## src/rtl/store_monitor.sv

```systemverilog
// Snoops the core's data-memory store bus: checks stores in order against a loadable
// expected-store table, logs every RUN-state store into a FIFO and reports pass/fail.
module store_monitor #(
    parameter int                DATA_W         = 32,
    parameter int                ADDR_W         = 32,
    parameter int                NUM_CHECKS     = 8,
    parameter int                LOG_DEPTH      = 16,
    parameter logic [ADDR_W-1:0] DONE_ADDR      = 32'h0000_00FC,
    parameter int                TIMEOUT_CYCLES = 1000,
    parameter int                CNT_W          = 16
) (
    input  logic                          clk,
    input  logic                          reset,
    input  logic                          start,
    input  logic                          mon_write_enable,
    input  logic [ADDR_W-1:0]             mon_data_address,
    input  logic [DATA_W-1:0]             mon_write_data,
    input  logic                          exp_load,
    input  logic [$clog2(NUM_CHECKS)-1:0] exp_index,
    input  logic [ADDR_W-1:0]             exp_addr,
    input  logic [DATA_W-1:0]             exp_data,
    output logic                          log_valid,
    input  logic                          log_ready,
    output logic [ADDR_W-1:0]             log_addr,
    output logic [DATA_W-1:0]             log_data,
    output logic                          log_overflow,
    output logic                          busy,
    output logic                          done,
    output logic                          pass,
    output logic [2:0]                    fail_code,
    output logic [CNT_W-1:0]              store_count,
    output logic [CNT_W-1:0]              cycle_count
);

    localparam int IDX_W = $clog2(NUM_CHECKS);
    localparam int PTR_W = IDX_W + 1;
    localparam int LPW   = $clog2(LOG_DEPTH);
    localparam int LCW   = LPW + 1;
    localparam logic [CNT_W-1:0] TIMEOUT_LAST = CNT_W'(TIMEOUT_CYCLES - 1);
    localparam logic [LCW-1:0]   LOG_FULL     = LCW'(LOG_DEPTH);

    localparam logic [2:0] FC_NONE     = 3'd0;
    localparam logic [2:0] FC_BAD_DONE = 3'd1;
    localparam logic [2:0] FC_MISMATCH = 3'd2;
    localparam logic [2:0] FC_TIMEOUT  = 3'd3;
    localparam logic [2:0] FC_MISSING  = 3'd4;

    typedef enum logic [1:0] {
        S_IDLE = 2'd0,
        S_RUN  = 2'd1,
        S_PASS = 2'd2,
        S_FAIL = 2'd3
    } state_t;

    state_t             state_q, state_d;
    logic [2:0]         fail_code_q, fail_code_d;
    logic [PTR_W-1:0]   ptr_q, ptr_d;
    logic [CNT_W-1:0]   store_count_q, store_count_d;
    logic [CNT_W-1:0]   cycle_count_q, cycle_count_d;
    logic [ADDR_W-1:0]  tbl_addr_q [NUM_CHECKS];
    logic [ADDR_W-1:0]  tbl_addr_d [NUM_CHECKS];
    logic [DATA_W-1:0]  tbl_data_q [NUM_CHECKS];
    logic [DATA_W-1:0]  tbl_data_d [NUM_CHECKS];
    logic [NUM_CHECKS-1:0] tbl_valid_q, tbl_valid_d;
    logic [PTR_W-1:0]   nvalid;
    logic               prefix;

    logic [ADDR_W-1:0]  mem_addr_q [LOG_DEPTH];
    logic [ADDR_W-1:0]  mem_addr_d [LOG_DEPTH];
    logic [DATA_W-1:0]  mem_data_q [LOG_DEPTH];
    logic [DATA_W-1:0]  mem_data_d [LOG_DEPTH];
    logic [LPW-1:0]     wr_ptr_q, wr_ptr_d;
    logic [LPW-1:0]     rd_ptr_q, rd_ptr_d;
    logic [LCW-1:0]     log_cnt_q, log_cnt_d;
    logic               overflow_q, overflow_d;
    logic               push_req, push, pop, log_full;

    function automatic logic [CNT_W-1:0] sat_inc(input logic [CNT_W-1:0] v);
        return (&v) ? v : v + CNT_W'(1);
    endfunction

    // Only the contiguous run of valid entries starting at index 0 is checked.
    always_comb begin
        nvalid = '0;
        prefix = 1'b1;
        for (int i = 0; i < NUM_CHECKS; i++) begin
            prefix = prefix & tbl_valid_q[i];
            if (prefix) nvalid = nvalid + PTR_W'(1);
        end
    end

    always_comb begin
        state_d       = state_q;
        fail_code_d   = fail_code_q;
        ptr_d         = ptr_q;
        store_count_d = store_count_q;
        cycle_count_d = cycle_count_q;
        tbl_addr_d    = tbl_addr_q;
        tbl_data_d    = tbl_data_q;
        tbl_valid_d   = tbl_valid_q;
        case (state_q)
            S_RUN: begin
                if (mon_write_enable) begin
                    store_count_d = sat_inc(store_count_q);
                    if (mon_data_address == DONE_ADDR) begin
                        if (mon_write_data != DATA_W'(1)) begin
                            state_d     = S_FAIL;
                            fail_code_d = FC_BAD_DONE;
                        end else if (ptr_q < nvalid) begin
                            state_d     = S_FAIL;
                            fail_code_d = FC_MISSING;
                        end else begin
                            state_d = S_PASS;
                        end
                    end else if ((ptr_q < nvalid) &&
                                 (mon_data_address == tbl_addr_q[ptr_q[IDX_W-1:0]])) begin
                        if (mon_write_data == tbl_data_q[ptr_q[IDX_W-1:0]]) begin
                            ptr_d = ptr_q + PTR_W'(1);
                        end else begin
                            state_d     = S_FAIL;
                            fail_code_d = FC_MISMATCH;
                        end
                    end
                end
                // A terminating store wins over the timeout; the last budget cycle is not counted.
                if (state_d == S_RUN) begin
                    if (cycle_count_q == TIMEOUT_LAST) begin
                        state_d     = S_FAIL;
                        fail_code_d = FC_TIMEOUT;
                    end else begin
                        cycle_count_d = sat_inc(cycle_count_q);
                    end
                end
            end
            default: begin
                if ((state_q == S_IDLE) && exp_load) begin
                    tbl_addr_d[exp_index]  = exp_addr;
                    tbl_data_d[exp_index]  = exp_data;
                    tbl_valid_d[exp_index] = 1'b1;
                end
                if (start) begin
                    state_d       = S_RUN;
                    fail_code_d   = FC_NONE;
                    ptr_d         = '0;
                    store_count_d = '0;
                    cycle_count_d = '0;
                end
            end
        endcase
    end

    assign push_req = (state_q == S_RUN) && mon_write_enable;
    assign log_full = (log_cnt_q == LOG_FULL);
    assign pop      = log_valid && log_ready;
    assign push     = push_req && (!log_full || pop);

    always_comb begin
        mem_addr_d = mem_addr_q;
        mem_data_d = mem_data_q;
        wr_ptr_d   = wr_ptr_q;
        rd_ptr_d   = rd_ptr_q;
        log_cnt_d  = log_cnt_q;
        overflow_d = overflow_q;
        if (push) begin
            mem_addr_d[wr_ptr_q] = mon_data_address;
            mem_data_d[wr_ptr_q] = mon_write_data;
            wr_ptr_d             = wr_ptr_q + LPW'(1);
        end
        if (pop) rd_ptr_d = rd_ptr_q + LPW'(1);
        if (push && !pop) begin
            log_cnt_d = log_cnt_q + LCW'(1);
        end else if (pop && !push) begin
            log_cnt_d = log_cnt_q - LCW'(1);
        end
        if (push_req && log_full && !pop) overflow_d = 1'b1;
    end

    always_ff @(posedge clk) begin
        if (!reset) begin
            state_q       <= S_IDLE;
            fail_code_q   <= FC_NONE;
            ptr_q         <= '0;
            store_count_q <= '0;
            cycle_count_q <= '0;
            tbl_addr_q    <= '{default: '0};
            tbl_data_q    <= '{default: '0};
            tbl_valid_q   <= '0;
            mem_addr_q    <= '{default: '0};
            mem_data_q    <= '{default: '0};
            wr_ptr_q      <= '0;
            rd_ptr_q      <= '0;
            log_cnt_q     <= '0;
            overflow_q    <= 1'b0;
        end else begin
            state_q       <= state_d;
            fail_code_q   <= fail_code_d;
            ptr_q         <= ptr_d;
            store_count_q <= store_count_d;
            cycle_count_q <= cycle_count_d;
            tbl_addr_q    <= tbl_addr_d;
            tbl_data_q    <= tbl_data_d;
            tbl_valid_q   <= tbl_valid_d;
            mem_addr_q    <= mem_addr_d;
            mem_data_q    <= mem_data_d;
            wr_ptr_q      <= wr_ptr_d;
            rd_ptr_q      <= rd_ptr_d;
            log_cnt_q     <= log_cnt_d;
            overflow_q    <= overflow_d;
        end
    end

    assign log_valid    = (log_cnt_q != '0);
    assign log_addr     = log_valid ? mem_addr_q[rd_ptr_q] : '0;
    assign log_data     = log_valid ? mem_data_q[rd_ptr_q] : '0;
    assign log_overflow = overflow_q;
    assign busy         = (state_q == S_RUN);
    assign done         = (state_q == S_PASS) || (state_q == S_FAIL);
    assign pass         = (state_q == S_PASS);
    assign fail_code    = fail_code_q;
    assign store_count  = store_count_q;
    assign cycle_count  = cycle_count_q;

endmodule

```

## config.mk

```make
export PLATFORM = sky130hd
export DESIGN_NAME = store_monitor
export DESIGN_NICKNAME = d
export VERILOG_FILES = /design/src/rtl/store_monitor.sv
export SDC_FILE = /design/constraint.sdc
export NUM_CORES = 2
export LEC_CHECK = 0
export CAP_MARGIN = 25
export CORE_UTILIZATION = 45
export DETAILED_ROUTE_END_ITERATION = 16
export DONT_BUFFER_PORTS = 1
export PLACE_DENSITY_LB_ADDON = 0.12
export SLEW_MARGIN = 5
export SYNTH_ARGS = -nofsm -noshare
export SYNTH_HDL_FRONTEND = slang
export SYNTH_SLANG_ARGS = --single-unit
```

## constraint.sdc

```tcl
create_clock -name clk -period 5.9 [get_ports clk]
set_clock_uncertainty 0.2 [all_clocks]
set_input_delay 1.18 -clock clk [delete_from_list [all_inputs] [get_ports clk]]
set_output_delay 1.18 -clock clk [all_outputs]
set_load 0.05 [all_outputs]
```

==> metrics <==
total core area=roughly 150000 um^2; Max-Cap Viols=0; R2R setup slack=0.78 ns; share of the synthesized area in the top cell type=46.1%; WL/cell=23.9 um; Avg Synthesized Cell Area=8.35 um^2; largest area contributor in the netlist=dfxtp_1; clock tree buffer depth=3; slowest stage cell, crit path=dfxtp_4; Leak=23.6 nW; CP cell instances=buf_12 -> mux4_2 -> mux4_2 -> and2_1; dpl hpwl=134000 um; CTS tree=built; vias in the first global route=approximately 55000; register area share after synthesis=46.1%; TNS Setup=0 ns; Synth Net Count=~8500; post-CTS setup buffers=0; grt met1 use=39.7%; clk sink count=between 1500 and 2000; placed cells=9640; EDFF count, synth=0; final hold vios=0; grt met3 use=5.22%; Netlist cell types=61; area of the multi-input gates=34300 um^2; gr usage total=29.8%; final wirelength=around 240000 um; Min-Delay Path Class=reg -> reg; initial antenna violation count=10; Most used DFF post-synth=dfxtp_1; Hold Crit Depth=2; Hold Buf Count CTS=0; crit-path max FO=46; worst r2r path cells=21; worst hold start=mem_data_q[2]; asr flop ratio synth=0%; Cell Pwr Density=314 nW/um^2; worst slew pin tran=1.09 ns; fin cells=9953; total gr overflow=0; Initial Util=45.5%; crit path kind=reg -> out; Mapped Area=69400 um^2; top cells by area, synth=dfxtp_1 (46%), nand2_1 (17%), mux4_2 (12%), a21oi_1 (11%), clkbuf_1 (3.5%); Inserted Clock Buffers=172; Clk Latency, worst-skew pair=0.80 ns; antenna-violating nets left=0; Resize count post-CTS=0; Die Wd=395 um; first-pass GRT wire length=355000 um; flip-flop and latch area=32000 um^2; Die Y=around 390 um; die area=about 160000 um^2; RSZ-0062 raised after global routing=no; Reg clk slew, reported paths=~0.060 ns; number of buffers inserted by port buffering=0; Worst EP arrival=around 3.8 ns; Peak VDD IR=0.219 mV; hold endpoint=mem_data_q[2]; cells after synthesis=8317; GRT busiest layer=met2; I/O pins=roughly 240; # DRC=0; DR pass1 iterations=6; Max Transition Viols Final=0; Fmax=194 MHz; CP max stage delay=0.89 ns; outcome=finished clean; FF-to-FF End=cycle_count[9]; final setup fails=0; # rows=143; Final #Nets=roughly 7900; critical path required time=4.52 ns; vias per inst=5.76; Crit. End Element=output pin; Yosys reg bits=1599; CTS H-tree lvls=4; Final GP Congestion=0.821; routed vias=approximately 57000; fin crit period=5.15 ns; fin crit share=between 80% and 90%; share of layout cells above drive strength 1=10.4%; r2r startpoint=tbl_valid_q[2]; Root Driver=clkbuf_16; pin count of the biggest net entering global routing=174; Hold Slack=between 0.2 and 0.3 ns; worst rel slew slack=27.6%; GRT met2 Usage=49.3%; Worst setup SP type=register; synth-to-layout area growth=9.56%; most frequent CP cell=mux4_2; Ys Warns=0; layout filler cell count=14400; Iter 0 DRT Violations=5263
## synthesized netlist by cell type (4+ instances only)
cell and count:
nor3_1 16, nand2_1 3134, ha_1 20, buf_4 78
a22oi_1 49, and2_1 69, nor2b_1 13, clkbuf_1 643
nand2b_1 8, nor2_1 86, nand3_1 42, mux4_2 365
and3_1 38, or3_1 16, o21a_1 4, a31oi_1 8
mux2i_1 191, and4_1 7, o22ai_1 21, inv_1 11
nand3b_1 5, buf_2 19, nor4_1 16, nor3b_1 6
o21ai_0 25, xor2_1 46, dfxtp_1 1599, mux2_2 4
nand4_1 16, nor4b_1 7, a21oi_1 1583, xnor2_1 16
buf_1 80, a22o_1 22, buf_6 6
## critical path, delay by kind of cell, from the launching register on
kind	cells	cell delay, ns
and+or+nand+nor	1	0.41
buffers and inverters	1	0.45
muxes	2	1.15
DFF	1	0.89
## cell families after synthesis
logic type               synth area share (%)
AO/OA/AOI/OAI                            13.0
AND/OR/NAND/NOR                          20.0
flip-flops                               46.1
buffers and inverters                    5.07
adder cells (fa/ha/maj)                 0.389
multiplexers                             14.7
XOR/XNOR                                0.782
## layout make-up
class                           count  share of cell area (%)
Antenna cell                        2                 0.00658
Clock inverter                     37                   0.393
Clock buffer                      271                    6.93
Sequential cell                  1599                    42.1
Multi-Input combinational cell   5880                    45.1
Tap cell                         2030                    3.34
Timing Repair Buffer              123                    2.07
Inverter                           11                  0.0641
## power by group
part	switching (W)	internal [W]	total, W
Clock	0.00450	0.00624	0.0107
Combinational	0.00136	0.000750	0.00211
Sequential	0.000141	0.0109	0.0111
## how the worst max path moves through the flow
stage / end / from / slack [ns] / depth (start not counted)
floorplan: cycle_count[10] / tbl_valid_q[2] / 1.47 / 22
global placement: cycle_count[9] / tbl_valid_q[2] / 0.78 / 21
detailed placement: cycle_count[9] / tbl_valid_q[2] / 0.85 / 21
CTS: log_addr[15] / rd_ptr_q[0] / 0.68 / 4
global route: cycle_count[9] / tbl_valid_q[2] / 0.26 / 22
finish: log_addr[15] / rd_ptr_q[0] / 0.75 / 4
## cell usage in the layout, fill, tap and decap left out, types with 49 or more instances in the layout
| cell type | instances |
|---|---|
| nand2_1 | 3130 |
| dfxtp_1 | 1592 |
| a21oi_1 | 1583 |
| mux4_2 | 365 |
| mux2i_1 | 191 |
| clkbuf_16 | 180 |
| buf_4 | 75 |
| nor2_1 | 74 |
| and2_1 | 69 |
| a22oi_1 | 49 |
## sequential cells by signal, summed over array words and instances (netlist names), 2 cells and up
| name | count |
|---|---|
| log_cnt_q | 5 |
| state_q | 2 |
| store_count | 16 |
| mem_data_q | 512 |
| mem_addr_q | 512 |
| fail_code | 3 |
| wr_ptr_q | 4 |
| tbl_addr_q | 256 |
| ptr_q | 4 |
| cycle_count | 16 |
| rd_ptr_q | 4 |
| tbl_valid_q | 8 |
| tbl_data_q | 256 |
## per-stage QoR
step | power, W | cell area (um^2) | worst slack [ns] | utilization, %
finish | 0.0239 | 76100 | 0.754 | 49.9
global placement | 0.0134 | 70300 | 0.782 | 46.0
floorplan | 0.0130 | 69400 | 1.47 | -
detailed placement | 0.0134 | 70400 | 0.851 | 46.1
global route | 0.0247 | 76100 | 0.257 | 49.9
CTS | 0.0241 | 76000 | 0.683 | 49.8
## metal layers
layer / vias to the layer above / wire length, um
met1: 28000 / 100000
met3: 402 / 18100
met2: 2073 / 113000
li1: 26800 / -
met4: 0 / 6180
met5: - / 0
Power figures use the tool's default switching activity.
